[config.mk]
export PLATFORM = sky130hd
export DESIGN_NAME = dff_pipe
export DESIGN_NICKNAME = d
export VERILOG_FILES = /design/src/rtl/dff_pipe.sv
export SDC_FILE = /design/constraint.sdc
export NUM_CORES = 1
export LEC_CHECK = 0
export CORE_ASPECT_RATIO = 1.1
export CORE_MARGIN = 2
export CORE_UTILIZATION = 45
export CTS_BUF_LIST = sky130_fd_sc_hd__clkbuf_8
export DETAILED_ROUTE_END_ITERATION = 6
export DONT_BUFFER_PORTS = 1
export GPL_TIMING_DRIVEN = 0
export PLACE_DENSITY = 0.6
export SETUP_SLACK_MARGIN = 0.3
export SLEW_MARGIN = 5
export SYNTH_ARGS = -nofsm -noshare
export SYNTH_HDL_FRONTEND = slang
export SYNTH_SLANG_ARGS = --single-unit
[constraint.sdc]
create_clock -name clock_i -period 3.18 [get_ports clock_i]
set_input_delay 0.636 -clock clock_i [delete_from_list [all_inputs] [get_ports clock_i]]
set_output_delay 0.636 -clock clock_i [all_outputs]
set_load 0.02 [all_outputs]
[src/rtl/dff_pipe.sv]
`default_nettype none
// ============================================================================
// dff_pipe : elastic valid/ready register pipeline with flush and occupancy
// Rev 1.0
// ============================================================================
module dff_pipe #(
  parameter int               WIDTH      = 8,
  parameter int               STAGES     = 3,
  parameter logic [WIDTH-1:0] RESET_DATA = '0
) (
  input  logic                          clock_i,
  input  logic                          reset_i,
  input  logic                          in_valid_i,
  input  logic [WIDTH-1:0]              in_data_i,
  output logic                          in_ready_o,
  output logic                          out_valid_o,
  output logic [WIDTH-1:0]              out_data_o,
  input  logic                          out_ready_i,
  input  logic                          flush_i,
  output logic [$clog2(STAGES+1)-1:0]   count_o
);

  localparam int CW = $clog2(STAGES + 1);

  logic [STAGES-1:0]            w_valid;
  logic [STAGES-1:0][WIDTH-1:0] w_data;
  logic [STAGES-1:0]            w_adv;
  logic                         w_in_xfer;
  logic                         w_out_xfer;
  logic [CW-1:0]                w_pop;
  logic [CW-1:0]                w_count_next;
  logic [CW-1:0]                r_count;

  // A stage may move when it is empty or when the stage after it moves.
  always_comb begin
    w_adv = '0;
    w_adv[STAGES-1] = !w_valid[STAGES-1] | out_ready_i;
    for (int k = STAGES - 2; k >= 0; k--) begin
      w_adv[k] = !w_valid[k] | w_adv[k+1];
    end
  end

  for (genvar k = 0; k < STAGES; k++) begin : g_stage
    logic             w_vin;
    logic [WIDTH-1:0] w_din;
    logic             r_v;
    logic [WIDTH-1:0] r_d;

    if (k == 0) begin : g_head
      assign w_vin = in_valid_i;
      assign w_din = in_data_i;
    end else begin : g_body
      assign w_vin = w_valid[k-1];
      assign w_din = w_data[k-1];
    end

    // Data only loads behind a valid item; flush clears valids but keeps data.
    always_ff @(posedge clock_i or negedge reset_i) begin
      if (!reset_i) begin
        r_v <= 1'b0;
        r_d <= RESET_DATA;
      end else begin
        if (flush_i) begin
          r_v <= 1'b0;
        end else if (w_adv[k]) begin
          r_v <= w_vin;
        end
        if (!flush_i && w_adv[k] && w_vin) begin
          r_d <= w_din;
        end
      end
    end

    assign w_valid[k] = r_v;
    assign w_data[k]  = r_d;
  end

  assign in_ready_o  = reset_i & w_adv[0] & !flush_i;
  assign out_valid_o = w_valid[STAGES-1];
  assign out_data_o  = w_data[STAGES-1];
  assign w_in_xfer   = in_valid_i & in_ready_o;
  assign w_out_xfer  = out_valid_o & out_ready_i;

  always_comb begin
    w_count_next = r_count;
    if (flush_i) begin
      w_count_next = '0;
    end else if (w_in_xfer && !w_out_xfer) begin
      w_count_next = r_count + CW'(1);
    end else if (!w_in_xfer && w_out_xfer) begin
      w_count_next = r_count - CW'(1);
    end
  end

  always_ff @(posedge clock_i or negedge reset_i) begin
    if (!reset_i) begin
      r_count <= '0;
    end else begin
      r_count <= w_count_next;
    end
  end

  assign count_o = r_count;

  always_comb begin
    w_pop = '0;
    for (int k = 0; k < STAGES; k++) begin
      w_pop = w_pop + CW'(w_valid[k]);
    end
  end

`ifndef SYNTHESIS
  a_count_matches_popcount : assert property (
    @(posedge clock_i) disable iff (!reset_i) r_count == w_pop
  );
`endif

endmodule
`default_nettype wire

==> results.py <==
metrics = {
    "clock_tree": {
        "cts_tree": "built",
        "postCtsSetupBuffers": 0,
        "postCtsResizedCells": 0,
        "cts_buffers": 5,
        "clk_pin_slew_ns": 0.06,
        "htree_levels": 2,
        "ctsLongestPathBuffers": 2,
        "cts_sinks": 29,
        "clock-root-buffer": "clkbuf_8",
        "worstSkewPairLatency_ns": 0.27,
        "cts_hold_buf": 0,
    },
    "setup_path": {
        "path_class": "reg2out",
        "reg2reg_slack_ns": 1.38,
        "required_ns": 2.54,
        "cp_max_fo": 4,
        "cp-startpoint": "out_valid_o",
        "worst_setup_path_end_kind": "output port",
        "start_kind": "flip-flop",
        "cp_slowest_cell": "dfrtp_1",
        "max_stage_delay_ns": 0.47,
        "r2r-start": "out_valid_o",
        "crit_chain": "and4b_4 -> nor2_1 -> and2_1",
        "cp.arrival_ns": 1.40,
    },
    "detailed_routing": {
        "ant_nets": 0,
        "avgViaCountPerCell": 5.373,
        "drc": 0,
        "drt_wl_total_mm": 1.760,
        "drt_iter0_markers": 6,
        "vias": 634,
        "wl_per_cell_um": 14.92,
        "first_pass_iters": 4,
    },
    "final_layout": {
        "multiInputGateArea_um2": 442.9,
        "seq_area_um2": 725.7,
        "final_nets": 100,
        "area_growth_pct": 10.66,
        "final_util": 0.5203,
        "n_fill_cell": 230,
        "antenna_cells": 0,
        "drive_gt1_frac": 0.4138,
    },
    "die": {
        "start_util": 0.4702,
        "die_h_um": 57.56,
        "fp-row-count": 19,
        "die_w_um": 52.69,
        "die_area_um2": 3033,
        "num_io_pins": 25,
        "core-area_um2": 2496,
    },
    "power": {
        "clockPowerShare": 0.304,
        "p_int_w": 0.0006995,
        "p_seq_frac": 0.588,
        "power_density_nw_per_um2": 741.3,
        "power_w": 0.0009627,
        "p_comb_frac": 0.108,
        "swShare": 0.2734,
        "power_switching_w": 0.0002633,
        "power.leakage_nw": 0.5639,
        "vdd_drop_max_mv": 0.4493,
    },
    "timing": {
        "rsz0062_at_grt": "no",
        "period_share": 0.6397,
        "tightestPinTransition_ns": 0.6930,
        "relSlewSlack": 0.5360,
        "setup_tns_ns": 0,
        "final-max-slew-violation-count": 0,
        "min_period_ns": 2.034,
        "timing.final.hold_violations": 0,
        "max_freq_ghz": 0.4916,
        "setup_viol_count_final": 0,
        "finClkSkew_ns": 0.002985,
        "fin_hold_ws_ns": 0.05181,
    },
    "global_route": {
        "antenna_found_initial": 0,
        "grt_overflow": 0,
        "grt_pass1_vias": 632,
        "grt_max_degree": 32,
        "grt_pass1_wl_mm": 2.939,
        "grt_use_total": 0.1435,
    },
    "synth": {
        "synth_area_um2": 1174,
        "ys.flop_type": "dfrtp_1",
        "synth_edf_count": 0,
        "postSynth.asyncResetShare": 1.000,
        "netlist_instances": 80,
        "synth-seq-cells": 29,
        "synth_cell_types": 17,
        "ys_warn_count": 0,
        "synth_top_cells_by_count": "dfrtp_1 (29), mux2_2 (24), nor2_1 (9)",
        "syn_area_per_cell_um2": 14.67,
        "synth_top_area_frac": 0.6183,
        "synth.largest_area_cell": "dfrtp_1",
        "ys_top_cells_by_area": "dfrtp_1 (62%), mux2_2 (23%), nor2_1 (2.9%)",
        "synth_nets": 93,
        "ys_seq_area_frac": 0.6183,
        "synth.most_common_cell": "dfrtp_1",
    },
    "flow_run": {
        "max-cap-violations": 0,
    },
    "run_status": {
        "status": "finished, final reports clean",
    },
    "place": {
        "hpwl_mm": 1.177,
        "place.port_buffers": 0,
        "gp_congestion": 0.6231,
    },
    "worst_hold_path": {
        "hold_path.class": "in2async",
    },
}
## stage by stage
step | instance area (um2) | instances | setup WS, ns
after global routing | 1299 | 118 | 1.075
after CTS | 1299 | 118 | 1.123
after global placement | 1212 | 111 | 1.189
after detailed placement | 1212 | 111 | 1.135
final | 1299 | 118 | 1.146
after floorplan | 1174 | 80 | 1.295
## cell families after synthesis
| logic type | after synthesis | synth area share |
|---|---|---|
| DFF | 29 | 0.6183 |
| muxes | 26 | 0.2484 |
| and+or+nand+nor | 21 | 0.1098 |
| xor gates and xnor gates | 2 | 0.01493 |
| AOI/OAI and AO/OA | 1 | 0.004260 |
| buffers and inverters | 1 | 0.004260 |
## layout by cell type, fill, tap and decap left out
| cell type | count |
|---|---|
| dfrtp_1 | 29 |
| nand2_1 | 3 |
| and4b_4 | 1 |
| mux2_1 | 1 |
| buf_2 | 1 |
| nand3b_1 | 1 |
| a21oi_1 | 1 |
| nor2_1 | 9 |
| nor3b_2 | 1 |
| xnor2_1 | 2 |
| mux2i_1 | 1 |
| mux2_2 | 24 |
| nor2b_1 | 1 |
| inv_1 | 1 |
| nor3_4 | 1 |
| nand2_2 | 1 |
| and2_1 | 2 |
| nor2b_2 | 1 |
| clkbuf_8 | 6 |
## path summary, 6_finish.rpt
check,to,depth (start not counted)
hold reg to reg,g_stage[1].r_d[7],1
hold / removal,out_data_o[0],0
setup reg to reg,out_data_o[1],3
min in group clock_i,g_stage[1].r_d[7],1
max in group asynchronous,out_data_o[5],0
setup / recovery,in_ready_o,3
## state kept, by name, summed over array words and instances, names as in the netlist
signal       cells
g_stage.r_d     16
out_data_o       8
count_o          2
g_stage.r_v      2
out_valid_o      1
## final cells by class
type	count	share of cell area
Multi-Input combinational cell	50	0.3410
Clock inverter	1	0.002890
Clock buffer	6	0.06358
Buffer	1	0.003854
Tap cell	31	0.02987
Sequential cell	29	0.5588
## worst max-delay path, delay by kind of cell (launching register included)
family           cells  cell delay [ns]
and+or+nand+nor      3             0.65
DFF                  1             0.47
## routing by layer
layer / wire length (um) / share of wire / vias to the layer above / GRT usage
met3: 172 / 0.098 / 4 / 0.08377
met2: 817 / 0.46 / 24 / 0.2054
met4: 45 / 0.026 / 0 / 0.08791
li1: - / - / 288 / -
met5: 0 / 0 / - / 0
met1: 726 / 0.41 / 318 / 0.1629
## power groups by stage
stage	Clock (W)	Combinational, W	Sequential (W)
after detailed placement	0	0.000106	0.000574
after floorplan	0	0.0000956	0.000558
after global routing	0.000321	0.000116	0.000578
final	0.000293	0.000104	0.000566
after CTS	0.000304	0.000107	0.000569
after global placement	0	0.000101	0.000572
(Power assumes the default switching activity.)
